--- config.mk ---
export PLATFORM = sky130hd
export DESIGN_NAME = truth_table_sweeper
export DESIGN_NICKNAME = d
export VERILOG_FILES = /design/src/rtl/sweep_pkg.sv /design/src/rtl/sweep_vector_counter.sv /design/src/rtl/truth_table_sweeper.sv
export SDC_FILE = /design/constraint.sdc
export NUM_CORES = 1
export LEC_CHECK = 0
export CAP_MARGIN = 0
export CELL_PAD_IN_SITES_DETAIL_PLACEMENT = 0
export CELL_PAD_IN_SITES_GLOBAL_PLACEMENT = 1
export CORE_MARGIN = 4
export CORE_UTILIZATION = 25
export CTS_BUF_LIST = sky130_fd_sc_hd__clkbuf_2 sky130_fd_sc_hd__clkbuf_4 sky130_fd_sc_hd__clkbuf_8
export CTS_CLUSTER_DIAMETER = 150
export DETAILED_ROUTE_END_ITERATION = 10
export PLACE_DENSITY_LB_ADDON = 0.1
export SKIP_LAST_GASP = 1
export SYNTH_ARGS = -nofsm -noshare
export SYNTH_HDL_FRONTEND = slang
export SYNTH_SLANG_ARGS = --single-unit
--- constraint.sdc ---
create_clock -name clk -period 3.39 [get_ports clk]
set_clock_uncertainty 0.05 [all_clocks]
set_input_delay 1.017 -clock clk [delete_from_list [all_inputs] [get_ports clk]]
set_output_delay 1.017 -clock clk [all_outputs]
set_load 0.05 [all_outputs]
--- src/rtl/sweep_pkg.sv ---
// Shared encodings and widths for the truth-table sweeper and its vector counter.
package sweep_pkg;

  localparam int MAX_INPUTS = 4;
  localparam int ERR_W      = 5;
  localparam int CNT_W      = 4;

  typedef enum logic [1:0] {
    S_IDLE   = 2'd0,
    S_SETTLE = 2'd1,
    S_SAMPLE = 2'd2,
    S_DONE   = 2'd3
  } state_t;

endpackage

--- src/rtl/sweep_vector_counter.sv ---
// Holds the current stimulus vector and the settle counter that paces sampling.
module sweep_vector_counter
  import sweep_pkg::*;
#(
  parameter int N_INPUTS      = 4,
  parameter int SETTLE_CYCLES = 1
) (
  input  logic                  clk,
  input  logic                  rst,
  input  logic                  i_load,
  input  logic                  i_count,
  input  logic                  i_advance,
  output logic [MAX_INPUTS-1:0] o_vec,
  output logic                  o_last_vec,
  output logic                  o_settled
);

  localparam logic [MAX_INPUTS-1:0] LAST_VEC  = MAX_INPUTS'((1 << N_INPUTS) - 1);
  localparam logic [CNT_W-1:0]      SETTLE_TC = CNT_W'(SETTLE_CYCLES - 1);

  logic [MAX_INPUTS-1:0] r_vec;
  logic [CNT_W-1:0]      r_cnt;

  // The last vector wraps to 0 so the stimulus is already back at 0 during DONE.
  always_ff @(posedge clk) begin
    if (rst) begin
      r_vec <= '0;
      r_cnt <= '0;
    end else if (i_load) begin
      r_vec <= '0;
      r_cnt <= '0;
    end else if (i_advance) begin
      r_vec <= (r_vec == LAST_VEC) ? '0 : r_vec + MAX_INPUTS'(1);
      r_cnt <= '0;
    end else if (i_count) begin
      r_cnt <= r_cnt + CNT_W'(1);
    end
  end

  assign o_vec      = r_vec;
  assign o_last_vec = (r_vec == LAST_VEC);
  assign o_settled  = (r_cnt == SETTLE_TC);

endmodule

--- src/rtl/truth_table_sweeper.sv ---
// Sweeps every input vector onto a/b/c/d and checks the SOP and POS outputs
// against EXP_TABLE, reporting pass, mismatch count and first failing vector.
//   state  | meaning
//   IDLE   | waiting for start; results held
//   SETTLE | vector driven, waiting SETTLE_CYCLES
//   SAMPLE | compare min_i/max_i against expected bit
//   DONE   | one-cycle done pulse, pass valid
module truth_table_sweeper
  import sweep_pkg::*;
#(
  parameter int          N_INPUTS      = 4,
  parameter int          SETTLE_CYCLES = 1,
  parameter logic [15:0] EXP_TABLE     = 16'h0000
) (
  input  logic                  clk,
  input  logic                  rst,
  input  logic                  start,
  input  logic                  min_i,
  input  logic                  max_i,
  output logic                  a,
  output logic                  b,
  output logic                  c,
  output logic                  d,
  output logic                  busy,
  output logic                  done,
  output logic                  pass,
  output logic [ERR_W-1:0]      err_count,
  output logic                  min_fail,
  output logic                  max_fail,
  output logic [MAX_INPUTS-1:0] first_fail,
  output logic                  first_fail_valid
);

  state_t                r_state;
  state_t                w_next;
  logic                  w_load;
  logic                  w_count;
  logic                  w_advance;
  logic                  w_busy;
  logic                  w_done;
  logic [MAX_INPUTS-1:0] w_vec;
  logic                  w_last_vec;
  logic                  w_settled;
  logic                  w_exp;
  logic                  w_em;
  logic                  w_ex;
  logic                  w_fail;

  logic [ERR_W-1:0]      r_err_count;
  logic                  r_min_fail;
  logic                  r_max_fail;
  logic [MAX_INPUTS-1:0] r_first_fail;
  logic                  r_first_fail_valid;
  logic                  r_pass;

  sweep_vector_counter #(
    .N_INPUTS      (N_INPUTS),
    .SETTLE_CYCLES (SETTLE_CYCLES)
  ) u_vec_cnt (
    .clk        (clk),
    .rst        (rst),
    .i_load     (w_load),
    .i_count    (w_count),
    .i_advance  (w_advance),
    .o_vec      (w_vec),
    .o_last_vec (w_last_vec),
    .o_settled  (w_settled)
  );

  always_ff @(posedge clk) begin
    if (rst) r_state <= S_IDLE;
    else     r_state <= w_next;
  end

  always_comb begin
    w_next = r_state;
    case (r_state)
      S_IDLE:   if (start) w_next = S_SETTLE;
      S_SETTLE: if (w_settled) w_next = S_SAMPLE;
      S_SAMPLE: w_next = w_last_vec ? S_DONE : S_SETTLE;
      S_DONE:   w_next = S_IDLE;
      default:  w_next = S_IDLE;
    endcase
  end

  always_comb begin
    w_load    = 1'b0;
    w_count   = 1'b0;
    w_advance = 1'b0;
    w_busy    = 1'b0;
    w_done    = 1'b0;
    case (r_state)
      S_IDLE:   w_load = start;
      S_SETTLE: begin w_count = 1'b1;   w_busy = 1'b1; end
      S_SAMPLE: begin w_advance = 1'b1; w_busy = 1'b1; end
      S_DONE:   w_done = 1'b1;
      default:  w_done = 1'b0;
    endcase
  end

  assign w_exp  = EXP_TABLE[w_vec];
  assign w_em   = w_advance && (min_i != w_exp);
  assign w_ex   = w_advance && (max_i != w_exp);
  assign w_fail = w_em || w_ex;

  // pass is resolved on the final SAMPLE edge so it is already valid alongside done.
  always_ff @(posedge clk) begin
    if (rst || w_load) begin
      r_err_count        <= '0;
      r_min_fail         <= 1'b0;
      r_max_fail         <= 1'b0;
      r_first_fail       <= '0;
      r_first_fail_valid <= 1'b0;
      r_pass             <= 1'b0;
    end else begin
      if (w_em) r_min_fail <= 1'b1;
      if (w_ex) r_max_fail <= 1'b1;
      if (w_fail) begin
        r_err_count <= r_err_count + ERR_W'(1);
        if (!r_first_fail_valid) begin
          r_first_fail       <= w_vec;
          r_first_fail_valid <= 1'b1;
        end
      end
      if (w_advance && w_last_vec) r_pass <= (r_err_count == '0) && !w_fail;
    end
  end

  generate
    if (N_INPUTS == 4) begin : g_four
      assign {a, b, c, d} = w_vec;
    end else begin : g_three
      assign {a, b, c} = w_vec[2:0];
      assign d         = 1'b0;
    end
  endgenerate

  assign busy             = w_busy;
  assign done             = w_done;
  assign pass             = r_pass;
  assign err_count        = r_err_count;
  assign min_fail         = r_min_fail;
  assign max_fail         = r_max_fail;
  assign first_fail       = r_first_fail;
  assign first_fail_valid = r_first_fail_valid;

endmodule

==> results.txt <==
----------------------------------------------------
[Place]
  Number of buffers added on ports ... 23
  Cell area reported after detailed placement ... 0.00138 mm^2
  Final Wtd Congestion ... 0.740
  Placed wire-length estimate ... 1840 um

[Flow run]
  Number of maximum-capacitance violations ... 0

[Timing]
  Slew at the pin with the worst max-slew slack ... 0.731 ns
  Final setup TNS ... 0 ns
  Final Setup Violations ... 0
  Max Transition Viols Final ... 0
  Peak Freq ... 0.331 GHz
  Total count of hold-check failures in the final report ... 0
  Final period utilization ... 89.1%
  Unrepaired setup endpoints after global routing ... false
  Relative slew slack ... 51.2%
  Min Tclk post-route ... 3.02 ns

[Yosys]
  Mapped Cells ... 120
  Area share of the leading cell type in the synthesized netlist ... 41.6%
  Most frequent cell after synthesis ... sky130_fd_sc_hd__dfxtp_1
  Ys async rst share ... 0%
  Synthesized area per cell ... 9.23 um^2
  Share of the yosys chip area belonging to registers ... 41.6%
  Top flip-flop cell by instance count after synthesis ... sky130_fd_sc_hd__dfxtp_1
  Number of warnings issued by yosys ... 0
  Number of synthesized register bits ... 23
  Cell accounting for the most synthesized area ... sky130_fd_sc_hd__dfxtp_1
  Post-Syn Nets ... 136
  Top cells by area in the synthesized netlist ... sky130_fd_sc_hd__dfxtp_1 (42%), sky130_fd_sc_hd__ha_1 (12%), sky130_fd_sc_hd__a21oi_1 (6.8%)
  Cell types with the highest counts after synthesis ... sky130_fd_sc_hd__dfxtp_1 (23), sky130_fd_sc_hd__a21oi_1 (15), sky130_fd_sc_hd__ha_1 (11), sky130_fd_sc_hd__nand2_1 (9), sky130_fd_sc_hd__nand3_1 (7)
  Count of flip-flops with a built-in enable after synthesis ... 0
  Library cells used by synthesis ... 33
  Area of the mapped netlist ... 0.00111 mm^2

[Global routing]
  Total overflow reported by the global router ... 0
  GR Util All Layers ... 9.68%
  Number of global-route vias before repair ... 861
  Antenna violations before repair ... 0
  Wire length of the first global-routing pass ... 4140 um
  Maximum number of pins on one net before global-route repair ... 22

[Final layout]
  N_diodes ... 0
  Area overhead of the layout relative to synthesis ... 28.8%
  Ratio of cells with drive above 1 in the final layout ... 5.59%
  Net total in the final layout ... 160
  Area of all placed cells without fillers ... 0.00143 mm^2

[Detailed routing]
  Post-detailed-route DRC marker count ... 0
  Uppermost layer routed ... met4
  Total routed wire length on the met1 layer ... 1300 um
  WL/cell ... 13.4 um
  Number of iterations in the first detailed-routing pass ... 4
  Routed wire length ... 2580 um
  Routed met2 length ... 1140 um
  Routed via count ... 890
  Final antenna-violating net count ... 0
  Ratio of routed vias to standard cells ... 4.61
  1st-iter DRT viols ... 31
  Metal3 WL ... 134 um

[Worst hold path]
  Kind of path behind the tightest hold check ... flip-flop to flip-flop
  Number of stages on the worst hold path ... 2

[Floorplan]
  Die Wd ... 74.6 um
  Die Footprint ... 0.00556 mm^2
  Placeable core region ... 0.00414 mm^2
  Initial Util ... 26.7%
  Number of placement rows ... 23
  I/O pin cnt ... 24
  Die extent in y ... 74.6 um

[Power and ir drop]
  Power per cell area ... 499 mW/mm^2
  Peak supply drop ... 0.198 mV
  Lkg Pwr ... 0.484 nW

[Critical path]
  Reg2reg path depth ... 5
  Required @ worst endpoint ... 2.32 ns
  Largest driver fanout on the critical path ... 6
  Crit path DAT ... 1.95 ns
  Setup slack, reg-to-reg ... 1.58 ns
  Start-to-end type of the worst setup path ... flip-flop to primary output
  Nature of the critical path endpoint ... primary output
  Crit start category ... flip-flop

[Clocking]
  Total of hold buffers inserted after clock tree synthesis ... 0
  CTS tree ... built
  CTS clk-pin slew, worst paths ... 0.09 ns
  Post-CTS setup buffer count ... 0
  Total clock buffers created by CTS ... 3
  Clock root cell ... sky130_fd_sc_hd__clkbuf_8
  CTS resizes ... 0
  Clock sink count ... 23
  Number of buffers between clock root and the deepest sink ... 2
  Number of H-tree branching levels ... 1
  Clock latency on the worst-skew pair ... 0.27 ns

[Outcome]
  Result of the run ... finished clean

----------------------------------------------------
## through the flow
stage	power (mW)	setup slack (ns)	hold slack (ns)	cells	util, %
finish	0.711	0.371	0.424	193	34.4
global route	0.751	0.263	0.470	193	34.4
CTS	0.723	0.346	0.434	193	34.4
detailed placement	0.546	0.654	0.412	189	33.3
global placement	0.540	0.703	0.401	189	33.3
floorplan	0.489	1.24	0.475	120	-
## power breakdown
group | leakage (nW) | switching [mW] | internal (mW)
Combinational | 0.273 | 0.147 | 0.0862
Sequential | 0.186 | 0.0176 | 0.286
Clock | 0.0255 | 0.0928 | 0.0821
Total | 0.484 | 0.257 | 0.454
## layout make-up
type,count,area [um^2]
fill,430,2720
multi-input combinational,86,601
sequential,23,460
timing repair buffer,23,230
tap,50,62.6
clock buffer,3,41.3
inverter,7,26.3
clock inverter,1,5.00
## worst paths after layout
kind,start,endpoint
min,min_fail,min_fail
min reg2reg,min_fail,min_fail
max,r_state[0],busy
max reg2reg,r_state[0],err_count[4]
## routing by layer
metal	up-vias	GRT usage (%)
met5	-	0
met4	0	1.78
met3	4	3.24
met2	25	14.6
met1	391	13.5
li1	470	-
## critical path, cell delays in order (launching register included)
cell and delay [ns]:
sky130_fd_sc_hd__dfxtp_1 0.37, sky130_fd_sc_hd__clkinv_1 0.19, sky130_fd_sc_hd__ha_1 0.33, sky130_fd_sc_hd__clkdlybuf4s50_1 0.79
## flip-flops by register name, indices dropped and copies added (netlist names), 2 cells and up
register	cells
err_count	5
u_vec_cnt.o_vec	4
first_fail	4
u_vec_cnt.r_cnt	4
r_state	2
## cells by family after synthesis
| kind of cell | Yosys count | share of synthesized area, % |
|---|---|---|
| buf+inv | 11 | 4.18 |
| flops | 23 | 41.6 |
| fa+ha+maj | 11 | 12.4 |
| compound gates | 31 | 18.5 |
| mux | 2 | 1.81 |
| xor+xnor | 5 | 3.95 |
| simple gates | 37 | 17.5 |
## cell usage in the layout, fill, tap and decap left out, types with 2 or more instances in the layout
master,instances
sky130_fd_sc_hd__a21oi_1,15
sky130_fd_sc_hd__nor2_1,5
sky130_fd_sc_hd__inv_1,6
sky130_fd_sc_hd__xor2_1,4
sky130_fd_sc_hd__a21o_1,2
sky130_fd_sc_hd__o21ai_0,3
sky130_fd_sc_hd__or3_1,4
sky130_fd_sc_hd__nand3_1,7
sky130_fd_sc_hd__o21ai_1,4
sky130_fd_sc_hd__nand2_1,9
sky130_fd_sc_hd__clkdlybuf4s50_1,23
sky130_fd_sc_hd__dfxtp_1,23
sky130_fd_sc_hd__nand2b_1,2
sky130_fd_sc_hd__clkbuf_8,3
sky130_fd_sc_hd__nor3_1,4
sky130_fd_sc_hd__mux2i_1,2
sky130_fd_sc_hd__ha_1,11
Note: power is estimated with default switching activity, not from simulation.
